===== config.mk =====
export PLATFORM = sky130hd
export DESIGN_NAME = seq_detector_param_flat
export DESIGN_NICKNAME = d
export VERILOG_FILES = /design/src/rtl/seq_det_pkg.sv /design/src/rtl/seq_detector_param_if.sv /design/src/rtl/seq_det_match_cnt.sv /design/src/rtl/seq_detector_param.sv /design/src/flat_wrapper.sv
export SDC_FILE = /design/constraint.sdc
export NUM_CORES = 1
export LEC_CHECK = 0
export CAP_MARGIN = 20
export CELL_PAD_IN_SITES_DETAIL_PLACEMENT = 1
export CELL_PAD_IN_SITES_GLOBAL_PLACEMENT = 1
export CORE_UTILIZATION = 25
export DETAILED_ROUTE_END_ITERATION = 8
export GPL_ROUTABILITY_DRIVEN = 0
export PLACE_DENSITY_LB_ADDON = 0.1
export REMOVE_ABC_BUFFERS = 1
export SKIP_LAST_GASP = 1
export SLEW_MARGIN = 30
export SYNTH_ARGS = -nofsm -noshare
export SYNTH_HDL_FRONTEND = slang
export SYNTH_SLANG_ARGS = --single-unit

===== constraint.sdc =====
create_clock -name clk -period 2.55 [get_ports clk]
set_input_delay 0.255 -clock clk [delete_from_list [all_inputs] [get_ports clk]]
set_output_delay 0.255 -clock clk [all_outputs]
set_load 0.005 [all_outputs]

===== src/rtl/seq_det_pkg.sv =====
// Shared types, defaults and helpers for the serial pattern detector family.
// Struct fields are sized for the widest supported pattern (CFG_MAX_LEN bits).
package seq_det_pkg;

    function automatic int len_w(input int max_len);
        return $clog2(max_len) + 1;
    endfunction

    localparam int         CFG_MAX_LEN     = 32;
    localparam int         CFG_LEN_W       = len_w(CFG_MAX_LEN);
    localparam logic [7:0] SEQ_DEF_PATTERN = 8'b0000_0101;
    localparam int         SEQ_DEF_LEN     = 3;

    typedef struct packed {
        logic [CFG_MAX_LEN-1:0] pattern;
        logic [CFG_LEN_W-1:0]   len;
        logic                   overlap;
        logic                   moore;
    } seq_cfg_t;

endpackage


===== src/rtl/seq_detector_param_if.sv =====
// Configuration, serial stream and match-report signals of the pattern detector.
interface seq_detector_param_if
    import seq_det_pkg::*;
#(
    parameter int MAX_LEN = 8,
    parameter int CNT_W   = 8,
    parameter int LEN_W   = len_w(MAX_LEN)
);
    logic               cfg_load;
    logic [MAX_LEN-1:0] cfg_pattern;
    logic [LEN_W-1:0]   cfg_len;
    logic               cfg_overlap;
    logic               cfg_moore;
    logic               in_valid;
    logic               x;
    logic               z;
    logic [CNT_W-1:0]   match_cnt;
    logic               cnt_sat;

    modport master (
        output cfg_load, cfg_pattern, cfg_len, cfg_overlap, cfg_moore, in_valid, x,
        input  z, match_cnt, cnt_sat
    );

    modport slave (
        input  cfg_load, cfg_pattern, cfg_len, cfg_overlap, cfg_moore, in_valid, x,
        output z, match_cnt, cnt_sat
    );
endinterface


===== src/rtl/seq_det_match_cnt.sv =====
// Saturating event counter with a sticky overflow flag and synchronous clear.
module seq_det_match_cnt
    import seq_det_pkg::*;
#(
    parameter int CNT_W = 8
) (
    input  logic             clk,
    input  logic             resetn,
    input  logic             clr,
    input  logic             inc,
    output logic [CNT_W-1:0] cnt,
    output logic             sat
);

    always_ff @(posedge clk) begin
        if (!resetn || clr) begin
            cnt <= '0;
            sat <= 1'b0;
        end else if (inc) begin
            if (&cnt) begin
                sat <= 1'b1;
            end else begin
                cnt <= cnt + CNT_W'(1);
            end
        end
    end

endmodule


===== src/rtl/seq_detector_param.sv =====
// Runtime-configurable serial bit-pattern detector (Mealy/Moore, overlap policy).
// MAX_LEN must lie in 2..CFG_MAX_LEN.
module seq_detector_param
    import seq_det_pkg::*;
#(
    parameter int                 MAX_LEN     = 8,
    parameter int                 CNT_W       = 8,
    parameter logic [MAX_LEN-1:0] DEF_PATTERN = MAX_LEN'(SEQ_DEF_PATTERN),
    parameter int                 DEF_LEN     = SEQ_DEF_LEN,
    parameter int                 LEN_W       = len_w(MAX_LEN)
) (
    input logic                 clk,
    input logic                 resetn,
    seq_detector_param_if.slave bus
);

    localparam int HIST_W = MAX_LEN - 1;

    seq_cfg_t               cfg_q;
    seq_cfg_t               cfg_in;
    logic [HIST_W-1:0]      hist;
    logic [LEN_W-1:0]       fill;
    logic [LEN_W-1:0]       fill_max;
    logic [CFG_MAX_LEN-1:0] window;
    logic [CFG_MAX_LEN-1:0] mask;
    logic                   accept;
    logic                   len_ok;
    logic                   primed;
    logic                   match_now;
    logic                   z_q;

    always_comb begin
        cfg_in.pattern = CFG_MAX_LEN'(bus.cfg_pattern);
        cfg_in.len     = (bus.cfg_len > LEN_W'(MAX_LEN)) ? CFG_LEN_W'(MAX_LEN)
                                                         : CFG_LEN_W'(bus.cfg_len);
        cfg_in.overlap = bus.cfg_overlap;
        cfg_in.moore   = bus.cfg_moore;
    end

    // Bits of the window above len are stale history; the mask hides them.
    always_comb begin
        accept    = bus.in_valid & ~bus.cfg_load;
        len_ok    = (cfg_q.len != '0);
        fill_max  = LEN_W'(cfg_q.len - CFG_LEN_W'(1));
        primed    = (fill >= fill_max);
        window    = CFG_MAX_LEN'({hist, bus.x});
        mask      = ~({CFG_MAX_LEN{1'b1}} << cfg_q.len);
        match_now = accept & len_ok & primed
                  & (((window ^ cfg_q.pattern) & mask) == '0);
    end

    always_ff @(posedge clk) begin
        if (!resetn) begin
            cfg_q.pattern <= CFG_MAX_LEN'(DEF_PATTERN);
            cfg_q.len     <= CFG_LEN_W'(DEF_LEN);
            cfg_q.overlap <= 1'b1;
            cfg_q.moore   <= 1'b0;
            hist          <= '0;
            fill          <= '0;
            z_q           <= 1'b0;
        end else if (bus.cfg_load) begin
            cfg_q <= cfg_in;
            hist  <= '0;
            fill  <= '0;
            z_q   <= 1'b0;
        end else begin
            z_q <= match_now;
            if (accept) begin
                hist <= HIST_W'({hist, bus.x});
                if (match_now && !cfg_q.overlap) begin
                    fill <= '0;
                end else if (len_ok) begin
                    fill <= primed ? fill_max : fill + LEN_W'(1);
                end
            end
        end
    end

    assign bus.z = resetn & (cfg_q.moore ? z_q : match_now);

    seq_det_match_cnt #(
        .CNT_W (CNT_W)
    ) u_match_cnt (
        .clk    (clk),
        .resetn (resetn),
        .clr    (bus.cfg_load),
        .inc    (match_now),
        .cnt    (bus.match_cnt),
        .sat    (bus.cnt_sat)
    );

endmodule


===== src/flat_wrapper.sv =====
// flat-port wrapper written by rule: the top's interface ports become plain ports
module seq_detector_param_flat import seq_det_pkg::*;
#(
    parameter int                 MAX_LEN     = 8,
    parameter int                 CNT_W       = 8,
    parameter logic [MAX_LEN-1:0] DEF_PATTERN = MAX_LEN'(SEQ_DEF_PATTERN),
    parameter int                 DEF_LEN     = SEQ_DEF_LEN,
    parameter int                 LEN_W       = len_w(MAX_LEN)
)
  (clk, resetn, bus_cfg_load, bus_cfg_pattern, bus_cfg_len, bus_cfg_overlap, bus_cfg_moore, bus_in_valid, bus_x, bus_z, bus_match_cnt, bus_cnt_sat);
  seq_detector_param_if #(.MAX_LEN(MAX_LEN), .CNT_W(CNT_W), .LEN_W(LEN_W)) bus_i ();
  input logic clk;
  input logic resetn;
  input wire logic [$bits(bus_i.cfg_load)-1:0] bus_cfg_load;
  input wire logic [$bits(bus_i.cfg_pattern)-1:0] bus_cfg_pattern;
  input wire logic [$bits(bus_i.cfg_len)-1:0] bus_cfg_len;
  input wire logic [$bits(bus_i.cfg_overlap)-1:0] bus_cfg_overlap;
  input wire logic [$bits(bus_i.cfg_moore)-1:0] bus_cfg_moore;
  input wire logic [$bits(bus_i.in_valid)-1:0] bus_in_valid;
  input wire logic [$bits(bus_i.x)-1:0] bus_x;
  output wire logic [$bits(bus_i.z)-1:0] bus_z;
  output wire logic [$bits(bus_i.match_cnt)-1:0] bus_match_cnt;
  output wire logic [$bits(bus_i.cnt_sat)-1:0] bus_cnt_sat;
  assign bus_i.cfg_load = bus_cfg_load;
  assign bus_i.cfg_pattern = bus_cfg_pattern;
  assign bus_i.cfg_len = bus_cfg_len;
  assign bus_i.cfg_overlap = bus_cfg_overlap;
  assign bus_i.cfg_moore = bus_cfg_moore;
  assign bus_i.in_valid = bus_in_valid;
  assign bus_i.x = bus_x;
  assign bus_z = bus_i.z;
  assign bus_match_cnt = bus_i.match_cnt;
  assign bus_cnt_sat = bus_i.cnt_sat;
  seq_detector_param #(.MAX_LEN(MAX_LEN), .CNT_W(CNT_W), .DEF_PATTERN(DEF_PATTERN), .DEF_LEN(DEF_LEN), .LEN_W(LEN_W)) u_core (.clk(clk), .resetn(resetn), .bus(bus_i));
endmodule

Word-level counts from Yosys, hierarchy flattened

Index checks and enable logic that the tools add are counted.
W data, S select, Z words.

Flip-flop bits (word level): 35
Word-level logic and storage cells: 43
Input bits: 19

Bitwise logic cells: 11
Shifts and indexed selects: 1
Magnitude comparators: 2
Reductions and logical operators: 12
Muxes and demuxes: 5
$add $sub $neg: 3

Operators with widths:

| operator                | number |
|---|---|
| $and A32 B32 Y32        | 1 |
| $logic_not A32 Y1       | 1 |
| $not A32 Y32            | 1 |
| $shl A32 B4 Y32 const A | 1 |
| $mux W4                 | 4 |
| $reduce_and A9 Y1       | 1 |
| $add A8 B1 Y8 const B   | 1 |
| $reduce_and A8 Y1       | 1 |
| $xor A8 B8 Y8           | 1 |
| $reduce_bool A6 Y1      | 1 |
| $and A1 B1 Y1           | 5 |
| $add A4 B1 Y4 const B   | 1 |
| $ge A4 B4 Y1            | 1 |
| $gt A4 B4 Y1 const B    | 1 |
| $reduce_and A2 Y1       | 2 |
| $sub A4 B1 Y4 const B   | 1 |
| $not A1 Y1              | 3 |
| $logic_not A1 Y1        | 2 |
| $reduce_bool A2 Y1      | 1 |
| $reduce_or A2 Y1        | 1 |
| $logic_and A1 B1 Y1     | 1 |
| $logic_or A1 B1 Y1      | 1 |
| $mux W1                 | 1 |

Logic depth before layout (Yosys ltp)

Gate-level depths: netlist of the first run.

Depth in word-level cells: 8
Depth in mapped cells: 11

Hierarchy

A second synthesis of the first run with hierarchy kept.

Cell total of the unflattened synthesis: 199
Area total of the unflattened synthesis: 1844.3 sq um

By module, submodules not included:

| module             | area each (sq um) | times used | cells each |
|---|---|---|---|
| seq_detector_param | 1395.1            | 1          | 151 |
| seq_det_match_cnt  | 449.2             | 1          | 48 |

Worst setup path before layout of the first run

Ideal clock, no wire load.

Path kind: flip-flop to output port
From: register u_core.cfg_q[2] (netlist bit)
To: output bus_z
Stages on the path, launching flop included: 11
Path slack: -0.162 ns
Required time: 2.295 ns
Arrival: 2.457 ns
Cells stage by stage: dfxtp_1 -> inv_1 -> ha_1 -> inv_1 -> ha_1 -> ha_1 -> a21o_1 -> a21oi_1 -> a2111o_1 -> or3_4 -> o21ai_0

Word-level cells in the longest chain between the ends: 7
Elaborated cells between the ends (all ways): 12
Classes of those cells: add/sub (1); order compare (1); shift (1); mux (1); bitwise (6); reduce/logical (2)

Ends and longest elaborated chain:

| what                                                                  | line                     | text |
|---|---|---|
| from (decl)                                                           | seq_detector_param.sv:19 | `seq_cfg_t cfg_q;` |
| from (signal assigned)                                                | seq_detector_param.sv:62 | `cfg_q <= cfg_in;` |
| parallel branches: the longest is 4 deep, another holds $sub A4 B1 Y4 | -                        |  |
| $and A1 B1 Y1 *                                                       | seq_detector_param.sv:49 | `& (((window ^ cfg_q.pattern) & mask) == '0);` |
| $mux W1 *                                                             | seq_detector_param.sv:79 | `assign bus.z = resetn & (cfg_q.moore ? z_q : match_now);` |
| $and A1 B1 Y1 *                                                       | seq_detector_param.sv:79 |  |
| to (decl)                                                             | flat_wrapper.sv:21       | `output wire logic [$bits(bus_i.z)-1:0] bus_z;` |

Every way passes the cells marked *.

Worst setup path in the final report of the first run

From: register u_core.cfg_q[3] (netlist bit)
To: output bus_z

Same word-level chain as after synthesis.

==> summary.txt, run 1 <==
Run status
  – Outcome: finished, violations left
  – Failing checks: negative setup slack

Logic synthesis
  – Post-synthesis sequential element count: 35
  – Post-synthesis compound-gate area fraction: between 10% and 20%
  – Synth Area in XOR/XNOR: 4.791%
  – Post-Synth Adder-Cell Area: approximately 7%
  – Dominant cells by area after synthesis: dfxtp_1 (38%), mux2i_1 (10%), ha_1 (6.8%)
  – Post-synth top area share: around two fifths
  – Sequential-to-total area share from yosys stat: a little under two fifths
  – Mapped Area: between 1500 and 2000 sq um
  – Syn Area/Cell: between 9 and 10 sq um
  – Mapped Cells: between 150 and 200
  – Mux contribution to synthesized area: a little under an eighth
  – Main synth FF type: dfxtp_1
  – Number of synthesized flops with an enable pin: 0
  – Synth cell types: 40
  – Largest family of logic cells by synthesized area: simple AND/OR/NAND/NOR gates
  – Fraction of the mapped netlist area in simple logic gates: 18.75%
  – Synth area leader: dfxtp_1
  – Synth warn: 0
  – Async SR Flop Fraction: 0%

Global route
  – Initial antenna violation count: 0
  – Gr ovfl total: 0
  – GRT Total Usage: 14.20%
  – Global-route wire length before repair: a little over 8000 um
  – Largest net degree at the start of global routing: 20
  – Vias in the first global route: 1621

Clock network
  – Skew-Pair Late Insertion Delay: 0.29 ns
  – # H-tree levels: 2
  – Worst-path clk slew: 0.08 ns
  – Clock root cell: clkbuf_8
  – Clock buffer depth: 2
  – Cts bufs inserted: 5
  – CTS tree: built
  – CTS Sinks: 35

Detailed routing
  – Via-per-instance ratio: ~4.6
  – Initial DRC count: 34
  – Final ANT Viol Nets: 0
  – DR vias: ~1.6k
  – DRC viols: 0
  – Average wire per standard cell: 14.27 um
  – Drt total wl: ~5000 um
  – Length of the first detailed-routing pass in iterations: 4

Setup path
  – Critical Path Fanout Max: 2
  – Startpoint Class: flop
  – Crit Path Class: reg2out
  – Crit path required time: between 2 and 2.5 ns
  – Crit path arrival time: approximately 2.6 ns
  – CP Capture Type: output pin

Timing
  – Post-layout min period: 2.804 ns
  – Setup violators final: 8
  – Fmax: about 360 MHz
  – Fin. Hold Viols: 0
  – Slew HR: between 50% and 60%
  – RSZ-0062 raised after global routing: yes
  – Worst clock skew: around 0.0066 ns
  – Tightest Pin Transition: 0.6553 ns
  – Setup ws final: -0.2543 ns
  – Fin Setup TNS: -1.154 ns
  – Fin crit share: 110.0%
  – Max Slew Vio Count: 0

Die
  – Chip width: just under 90 um
  – I/O pin cnt: 29
  – Die Area: approximately 7700 sq um
  – Initial Utilization: 26.32%
  – Core area: 6944 sq um
  – Chip height: 87.51 um
  – Row cnt: 30

Power
  – Power Dens Cells: slightly below 500 nW/um^2
  – Total power: between 1 and 1.5 mW
  – Worst IR drop on VDD: ~0.25 mV
  – Leak pwr: 1.052 nW

Layout
  – Area Overhead vs Synth: 49.76%
  – Filler cells: 810
  – Diode count: 0
  – Layout Nets: between 200 and 300
  – Non-Filler Instances: 351
  – Layout cells sized above 1: approximately 28%

Placed design
  – I/O Buffers: 28
  – Dpl cells: between 300 and 400
  – Post-DP HPWL: between 3000 and 4000 um

Hold path
  – Hold Path Class: reg2reg

Run
  – Max_cap viols: 0
## kinds of logic (layout without fill, tap and decap cells)
family / Yosys count / in the layout
compound gates: 40 / 40
xor+xnor: 10 / 10
fa+ha+maj: 10 / 10
buf+inv: 15 / 75
flops: 35 / 35
mux: 21 / 21
simple gates: 64 / 64
## state kept, by name (all words and copies together), names as in the netlist
signal                  count
u_core.u_match_cnt.sat      1
u_core.cfg_q               14
u_core.z_q                  1
u_core.u_match_cnt.cnt      8
u_core.fill                 4
u_core.hist                 7
## critical path: stages (launching register included)
cell      delay [ns]
dfxtp_2         0.35
inv_2           0.05
ha_4            0.16
inv_4           0.05
ha_4            0.19
ha_4            0.28
a21o_1          0.12
a21oi_2         0.06
a2111o_1        0.42
or3_4           0.35
o21ai_2         0.11
buf_2           0.12
## per-stage QoR
stage / hold slack (ns) / util, % / setup WS (ns) / area (sq um)
3_5_place_dp: 0.4730 / 34.40 / -0.5428 / 2389
2_1_floorplan: 0.3169 / - / -0.2826 / 1785
4_1_cts: 0.4860 / 37.66 / -0.2946 / 2615
6_report: 0.5108 / 39.42 / -0.2543 / 2738
5_1_grt: 0.5416 / 39.42 / -0.3973 / 2738
3_3_place_gp: 0.4654 / 34.40 / -0.5397 / 2389
## report_power, final
group / internal (mW) / leakage, nW / total [mW] / switching, mW
registers: 0.562 / 0.285 / 0.575 / 0.0131
logic: 0.128 / 0.709 / 0.242 / 0.114
clock network: 0.297 / 0.0587 / 0.531 / 0.235
## layout make-up
cell class | instances | area [sq um] | area share [%]
multi-input cells | 145 | 1230 | 44.93
clock buffers | 5 | 68.82 | 2.514
repair buffers | 60 | 539.3 | 19.70
clock inverters | 3 | 47.55 | 1.737
inverters | 7 | 28.78 | 1.051
well taps | 96 | 120.1 | 4.388
flip-flops and latches | 35 | 703.2 | 25.69
## path summary, 6_finish.rpt
check / start / end / slack [ns] / depth (start not counted)
max reg2reg: u_core.cfg_q[3]$_SDFFE_PN1P_ / u_core.u_match_cnt.cnt[5]$_SDFFE_PP0P_ / -0.22 / 13
max: u_core.cfg_q[3]$_SDFFE_PN1P_ / bus_z / -0.25 / 11
min: u_core.u_match_cnt.cnt[7]$_SDFFE_PP0P_ / u_core.u_match_cnt.cnt[7]$_SDFFE_PP0P_ / 0.51 / 2
min reg2reg: u_core.u_match_cnt.cnt[7]$_SDFFE_PP0P_ / u_core.u_match_cnt.cnt[7]$_SDFFE_PP0P_ / 0.51 / 2
## cells in the final DEF (no fill, tap or decap), types with 2 or more instances in the layout
master and count:
dfxtp_2 2, o211ai_1 5, a211oi_1 2, clkbuf_8 5
o31ai_1 7, and2_1 3, nand3b_1 2, ha_4 4
o22ai_1 4, a21oi_2 5, mux2i_1 19, a21oi_1 3
or3_4 2, dfxtp_1 33, xnor2_1 5, buf_4 28
nor3_1 3, nand2b_1 5, and3_1 3, nor2_1 10
mux2_2 2, nand2_1 11, nor2b_1 10, buf_6 3
inv_2 2, nand3_1 9, xor2_1 4, clkdlybuf4s50_1 27
or4_4 3, inv_1 4, a21o_1 3, ha_1 6
## layer usage
metal | vias to the layer above | global-route usage [%] | wire (um)
met5 | - | 0 | 0
met4 | 0 | 4.024 | 39
met3 | 4 | 2.938 | 144
met2 | 20 | 21.59 | 2261
met1 | 762 | 20.24 | 2565
li1 | 827 | - | -
## Yosys cell counts, types with 4 or more instances
library cell,instances
a21oi_1,8
clkbuf_1,4
dfxtp_1,35
ha_1,10
inv_1,7
mux2i_1,19
nand2_1,11
nand2b_1,5
nand3_1,9
nor2_1,10
nor2b_1,10
nor3_1,4
o211ai_1,5
o22ai_1,4
o31ai_1,8
xnor2_1,6
xor2_1,4
## repair_timing
| action | in CTS | in global routing |
|---|---|---|
| pin swaps | 11 | 6 |
| endpoints found under the setup margin | 12 | 11 |
| gates resized for setup | 23 | 20 |
| cloned | 0 | 0 |
| hold endpoints to repair | 0 | 0 |
| hold buffers | 0 | 0 |
| buffers inserted | 2 | 3 |
No activity file was read; power rests on OpenSTA's default activity.
==> run 2, diff against run 1 <==
- SLEW_MARGIN: 30 -> default
==> results of run 2 <==
No change in the layout: final DEF, timing and power equal those of run 1.
